[src/rtl/selector_pkg.sv]
// Shared widths, table entry type, FSM state and edge-cost helper for family_selector.
package selector_pkg;

  localparam int unsigned N_MEMBERS   = 5;
  localparam int unsigned N_GENES     = 30;
  localparam int unsigned GENE_W      = 5;
  localparam int unsigned COORD_W     = 8;
  localparam int unsigned COST_W      = 16;
  localparam int unsigned MEMBER_W    = N_GENES * GENE_W;
  localparam int unsigned FAMILY_W    = N_MEMBERS * MEMBER_W;
  localparam int unsigned TABLE_DEPTH = 2 ** GENE_W;
  localparam int unsigned ENTRY_W     = 2 * COORD_W;
  localparam int unsigned MIDX_W      = 3;
  localparam int unsigned GIDX_W      = 5;

  typedef struct packed {
    logic [COORD_W-1:0] x;
    logic [COORD_W-1:0] y;
  } coord_t;

  typedef enum logic [2:0] {
    IDLE,
    LOAD,
    EVAL,
    CMP,
    DONE
  } state_t;

  // Manhattan distance between two stops; at most 2*(2**COORD_W-1).
  function automatic logic [COST_W-1:0] edge_cost(input coord_t a, input coord_t b);
    logic [COORD_W-1:0] dx;
    logic [COORD_W-1:0] dy;
    dx = (a.x > b.x) ? (a.x - b.x) : (b.x - a.x);
    dy = (a.y > b.y) ? (a.y - b.y) : (b.y - a.y);
    return COST_W'(dx) + COST_W'(dy);
  endfunction

endpackage

[src/rtl/coord_table.sv]
// 32-entry {x,y} coordinate register file: one write port, two combinational read ports.
module coord_table
  import selector_pkg::*;
(
  input  logic              clk,
  input  logic              rst_n,
  input  logic              i_we,
  input  logic [GENE_W-1:0] i_addr,
  input  coord_t            i_data,
  input  logic [GENE_W-1:0] i_addr_a,
  input  logic [GENE_W-1:0] i_addr_b,
  output coord_t            o_data_a_c,
  output coord_t            o_data_b_c
);

  coord_t r_mem [TABLE_DEPTH];

  always_ff @(posedge clk or negedge rst_n) begin
    if (!rst_n) begin
      for (int i = 0; i < int'(TABLE_DEPTH); i++) begin
        r_mem[i] <= '0;
      end
    end else if (i_we) begin
      r_mem[i_addr] <= i_data;
    end
  end

  assign o_data_a_c = r_mem[i_addr_a];
  assign o_data_b_c = r_mem[i_addr_b];

endmodule

[src/rtl/family_selector.sv]
// Scores each family member as a route over the coordinate table and keeps the cheapest one.
// Optional CLOSED_TOUR_EN adds the closing edge (last gene back to gene 0) to every route.
module family_selector
  import selector_pkg::*;
(
  input  logic                clk,
  input  logic                rst_n,
  input  logic                start,
  input  logic [FAMILY_W-1:0] family,
  input  logic                coord_we,
  input  logic [GENE_W-1:0]   coord_addr,
  input  logic [ENTRY_W-1:0]  coord_data,
  output logic [MEMBER_W-1:0] best_member,
  output logic [COST_W-1:0]   best_cost,
  output logic [MIDX_W-1:0]   best_idx,
  output logic                busy,
  output logic                done
);

`ifdef CLOSED_TOUR_EN
  localparam int unsigned LAST_EDGE = N_GENES - 1;
`else
  localparam int unsigned LAST_EDGE = N_GENES - 2;
`endif
  localparam logic [GIDX_W-1:0] LAST_G      = GIDX_W'(LAST_EDGE);
  localparam logic [GIDX_W-1:0] LAST_GENE   = GIDX_W'(N_GENES - 1);
  localparam logic [MIDX_W-1:0] LAST_MEMBER = MIDX_W'(N_MEMBERS - 1);

  state_t                r_state,       w_state_nxt;
  logic [FAMILY_W-1:0]   r_family,      w_family_nxt;
  logic [MIDX_W-1:0]     r_m,           w_m_nxt;
  logic [GIDX_W-1:0]     r_g,           w_g_nxt;
  logic [COST_W-1:0]     r_acc,         w_acc_nxt;
  logic [MEMBER_W-1:0]   r_best_member, w_best_member_nxt;
  logic [COST_W-1:0]     r_best_cost,   w_best_cost_nxt;
  logic [MIDX_W-1:0]     r_best_idx,    w_best_idx_nxt;
  logic                  r_busy,        w_busy_nxt;
  logic                  r_done,        w_done_nxt;

  logic [MEMBER_W-1:0]   w_member;
  logic [GIDX_W-1:0]     w_g_b;
  logic [GENE_W-1:0]     w_gene_a;
  logic [GENE_W-1:0]     w_gene_b;
  coord_t                w_coord_a;
  coord_t                w_coord_b;
  logic                  w_tbl_we;

  // Current member and the two stops of the edge under evaluation.
  assign w_member = MEMBER_W'(r_family >> (MEMBER_W * 32'(r_m)));
  assign w_g_b    = (r_g == LAST_GENE) ? '0 : (r_g + GIDX_W'(1));
  assign w_gene_a = GENE_W'(w_member >> (GENE_W * 32'(r_g)));
  assign w_gene_b = GENE_W'(w_member >> (GENE_W * 32'(w_g_b)));

  // Table may only change while no route is being scored.
  assign w_tbl_we = coord_we && (r_state == IDLE);

  coord_table u_coord_table (
    .clk        (clk),
    .rst_n      (rst_n),
    .i_we       (w_tbl_we),
    .i_addr     (coord_addr),
    .i_data     (coord_t'(coord_data)),
    .i_addr_a   (w_gene_a),
    .i_addr_b   (w_gene_b),
    .o_data_a_c (w_coord_a),
    .o_data_b_c (w_coord_b)
  );

  always_ff @(posedge clk or negedge rst_n) begin
    if (!rst_n) begin
      r_state       <= IDLE;
      r_family      <= '0;
      r_m           <= '0;
      r_g           <= '0;
      r_acc         <= '0;
      r_best_member <= '0;
      r_best_cost   <= '0;
      r_best_idx    <= '0;
      r_busy        <= 1'b0;
      r_done        <= 1'b0;
    end else begin
      r_state       <= w_state_nxt;
      r_family      <= w_family_nxt;
      r_m           <= w_m_nxt;
      r_g           <= w_g_nxt;
      r_acc         <= w_acc_nxt;
      r_best_member <= w_best_member_nxt;
      r_best_cost   <= w_best_cost_nxt;
      r_best_idx    <= w_best_idx_nxt;
      r_busy        <= w_busy_nxt;
      r_done        <= w_done_nxt;
    end
  end

  always_comb begin
    w_state_nxt       = r_state;
    w_family_nxt      = r_family;
    w_m_nxt           = r_m;
    w_g_nxt           = r_g;
    w_acc_nxt         = r_acc;
    w_best_member_nxt = r_best_member;
    w_best_cost_nxt   = r_best_cost;
    w_best_idx_nxt    = r_best_idx;

    case (r_state)
      IDLE: begin
        if (start) begin
          w_family_nxt = family;
          w_state_nxt  = LOAD;
        end
      end
      LOAD: begin
        w_m_nxt     = '0;
        w_g_nxt     = '0;
        w_acc_nxt   = '0;
        w_state_nxt = EVAL;
      end
      EVAL: begin
        w_acc_nxt = r_acc + edge_cost(w_coord_a, w_coord_b);
        if (r_g == LAST_G) begin
          w_state_nxt = CMP;
        end else begin
          w_g_nxt = r_g + GIDX_W'(1);
        end
      end
      CMP: begin
        // Strict less-than keeps the lowest index on ties.
        if ((r_m == '0) || (r_acc < r_best_cost)) begin
          w_best_cost_nxt   = r_acc;
          w_best_idx_nxt    = r_m;
          w_best_member_nxt = w_member;
        end
        if (r_m == LAST_MEMBER) begin
          w_state_nxt = DONE;
        end else begin
          w_m_nxt     = r_m + MIDX_W'(1);
          w_g_nxt     = '0;
          w_acc_nxt   = '0;
          w_state_nxt = EVAL;
        end
      end
      DONE: begin
        w_state_nxt = IDLE;
      end
      default: begin
        w_state_nxt = IDLE;
      end
    endcase

    w_busy_nxt = (w_state_nxt == LOAD) || (w_state_nxt == EVAL) || (w_state_nxt == CMP);
    w_done_nxt = (w_state_nxt == DONE);
  end

  assign best_member = r_best_member;
  assign best_cost   = r_best_cost;
  assign best_idx    = r_best_idx;
  assign busy        = r_busy;
  assign done        = r_done;

endmodule
[config.mk]
export PLATFORM = sky130hd
export DESIGN_NAME = family_selector
export DESIGN_NICKNAME = d
export VERILOG_FILES = /design/src/rtl/selector_pkg.sv /design/src/rtl/coord_table.sv /design/src/rtl/family_selector.sv
export SDC_FILE = /design/constraint.sdc
export NUM_CORES = 2
export LEC_CHECK = 0
export CAP_MARGIN = 30
export CELL_PAD_IN_SITES_DETAIL_PLACEMENT = 2
export CELL_PAD_IN_SITES_GLOBAL_PLACEMENT = 2
export CORE_MARGIN = 2
export CORE_UTILIZATION = 30
export CTS_BUF_LIST = sky130_fd_sc_hd__clkbuf_8 sky130_fd_sc_hd__clkbuf_16
export DETAILED_ROUTE_END_ITERATION = 7
export PLACE_DENSITY_LB_ADDON = 0.1
export SETUP_SLACK_MARGIN = 0.4
export SYNTH_ARGS = -nofsm -noshare
export SYNTH_HDL_FRONTEND = slang
export SYNTH_SLANG_ARGS = --single-unit
[constraint.sdc]
create_clock -name clk -period 15.5 [get_ports clk]
set_clock_uncertainty 0.15 [all_clocks]
set_input_delay 3.1 -clock clk [delete_from_list [all_inputs] [get_ports clk]]
set_output_delay 3.1 -clock clk [all_outputs]
set_load 0.02 [all_outputs]
==> run summary <==
status -> complete, but fails checks
failing checks -> DRC
Worst Hold Class -> reg -> reg
top-count cell post-synth -> nand2_1
row cnt -> 184
crit-path max FO -> 115
GR Overflow Total -> 0
Cells after Synth -> 7930
Static Leak -> 48.9 nW
max cap viols -> 0
initial antenna violation count -> 68
post-cts repair resize count -> 0
endpoint class of the critical path -> flop
Critical Path Source Type -> flop
Final #Nets -> 9510
layout cells sized above 1 -> 14.1%
Post-Layout Cell Count -> 12.2k
asr flop ratio synth -> 100%
CTS Sinks -> 1460
met3 wire len -> 19.9 mm
Max clock buf depth -> 3
Worst-Margin Slew -> 1.18 ns
Clock Latency Late Sink -> 0.84 ns
Final setup viols -> 0
antenna-violating nets left -> 0
Worst EP required -> 16.03 ns
Starting Density -> 30.1%
pwr dens -> 89.5 mW/mm^2
fin crit period -> 11.86 ns
Fmax -> 0.0843 GHz
Post-CTS Setup Bufs -> 0
IO buf count -> 945
top sig layer -> met5
Synth top cells by count -> nand2_1 (2618), dfrtp_1 (1460), mux2i_1 (754), mux2_2 (671), nor2_1 (426)
slowest stage delay, CP -> 1.04 ns
final hold viol count -> 0
CP arrival -> 12.39 ns
Initial DRC Count -> 4278
vias -> 64.8k
Avg WL per Cell -> 33.5 um
WL met1 -> 153 mm
CTS tree -> done
final RePlAce weighted congestion -> 0.969
area of the mapped netlist -> 0.0757 mm^2
largest net degree at the start of global routing -> 172
#FFs+latches synth -> 1460
relative slew slack -> 18.8%
Die Span Y -> 506 um
EDFF count, synth -> 0
die area -> 0.256 mm^2
worst vdd ir -> 106 uV
Avg Cell Area, Syn -> 9.55 um^2
vias in the first global route -> 71.9k
WL met2 -> 203 mm
pins over their slew limit -> 0
die width -> 506 um
Setup CP Type -> reg -> reg
sequential cell area fraction in the yosys report -> 48.3%
post-DP HPWL -> 306 mm
Post-synth top flop -> dfrtp_1
io pins -> 946
total core area -> 0.251 mm^2
Synthesis Warnings -> 0
drc violations -> 2
Post-CTS Hold Fix Bufs -> 0
Setup TNS Final -> 0 ns
first-pass GRT wire length -> 568 mm
Area Growth Syn to Fin -> 25.4%
power after layout -> 8.50 mW
crit path max-delay cell type -> mux2i_1
Synth area leader -> dfrtp_1
# placed instances -> 11.8k
Mapped Nets -> 8776
area share of the largest cell type after synthesis -> 48.3%
top post-synthesis cells by area -> dfrtp_1 (48%), nand2_1 (13%), mux2_2 (10%), mux2i_1 (10%), nor2_1 (2.1%)
Root Buffer -> clkbuf_16
Num CTS Buffers -> 176
Total GRT Usage -> 31.3%
Pre-antenna DRT Iters -> 8
Yosys cell types -> 79
Tcrit/Tclk final -> 76.5%
RSZ-0062 raised after global routing -> false
drt total wl -> 408 mm
Vias per Instance -> 5.32
CTS clk-pin slew, worst paths -> 0.06 ns
H-tree depth -> 4
==> worst paths after layout <==
| kind | startpoint | end | slack, ns | cells past startpoint |
|---|---|---|---|---|
| setup / recovery | r_m[0] | r_acc[14] | 3.64 | 40 |
| hold / removal | r_family[138] | r_family[138] | 0.32 | 2 |
| setup reg to reg | r_m[0] | r_acc[14] | 3.64 | 40 |
| hold reg to reg | r_family[138] | r_family[138] | 0.32 | 2 |
| max in group asynchronous | rst_n | r_family[483] | 10.29 | 4 |
| min in group asynchronous | rst_n | r_family[75] | 2.04 | 1 |
==> through the flow <==
stage | utilization (%) | area (um^2) | setup WS (ns) | hold WS, ns
floorplan | - | 75700 | 6.27 | 0.288
global placement | 35.2 | 88300 | 3.97 | 0.302
detailed placement | 35.3 | 88700 | 3.95 | 0.312
CTS | 37.7 | 94600 | 3.89 | 0.325
global route | 37.8 | 94900 | 3.08 | 0.344
finish | 37.8 | 95000 | 3.64 | 0.322
==> critical path, delay by kind of cell (launching register included) <==
family,cells,cell delay [ns]
AOI/OAI and AO/OA,16,4.53
muxes,6,2.17
buffers and inverters,5,1.59
adders and majority gates,4,1.27
DFF,1,0.77
and+or+nand+nor,7,0.64
xor gates and xnor gates,2,0.33
==> cell families after synthesis <==
| group | count (synthesis) | share of synthesized area, % |
|---|---|---|
| buffers and inverters | 650 | 3.98 |
| AOI/OAI and AO/OA | 979 | 8.26 |
| xor gates and xnor gates | 25 | 0.289 |
| DFF | 1460 | 48.3 |
| muxes | 1458 | 20.9 |
| and+or+nand+nor | 3287 | 17.0 |
| adders and majority gates | 71 | 1.30 |
==> report_power, final <==
group	internal, mW	switching [mW]
clock	2.52	1.80
sequential	3.81	0
combinational	0.185	0.182
total	6.52	1.98
==> sequential cells by signal, indices dropped and copies added (netlist names) <==
register and count:
r_family 750, best_member 150, r_state 3, best_idx 3
r_g 5, best_cost 16, u_coord_table.r_mem 512, r_acc 16
busy 1, r_m 3, done 1
==> cell usage in the layout (no fill, tap or decap), types with 39 or more instances in the layout <==
cell,instances
mux2_2,671
a22oi_1,58
clkbuf_8,47
ha_1,58
nor2_1,409
clkbuf_16,179
a21oi_1,287
o2bb2ai_1,39
o21ai_0,226
mux2i_1,754
dfrtp_1,1456
a211oi_1,50
clkdlybuf4s50_1,940
nand3_1,72
inv_1,95
nand2_1,2610
buf_4,155
o22ai_1,59
==> layout make-up <==
class                           instances  area (um^2)
Fill cell                           27000       156000
Sequential cell                      1460        36600
Multi-Input combinational cell       5820        36400
Timing Repair Buffer                 1142        11500
Clock buffer                          226         5130
Tap cell                             3348         4190
Clock inverter                         91          825
Inverter                               64          240
Antenna cell                           30         75.1
==> per-layer routing <==
metal | global-route usage [%] | vias to the layer above
met5 | 0 | -
met4 | 21.1 | 20
li1 | - | 28400
met3 | 5.91 | 716
met1 | 34.8 | 33900
met2 | 54.2 | 1781
No activity file was read; power rests on OpenSTA's default activity.
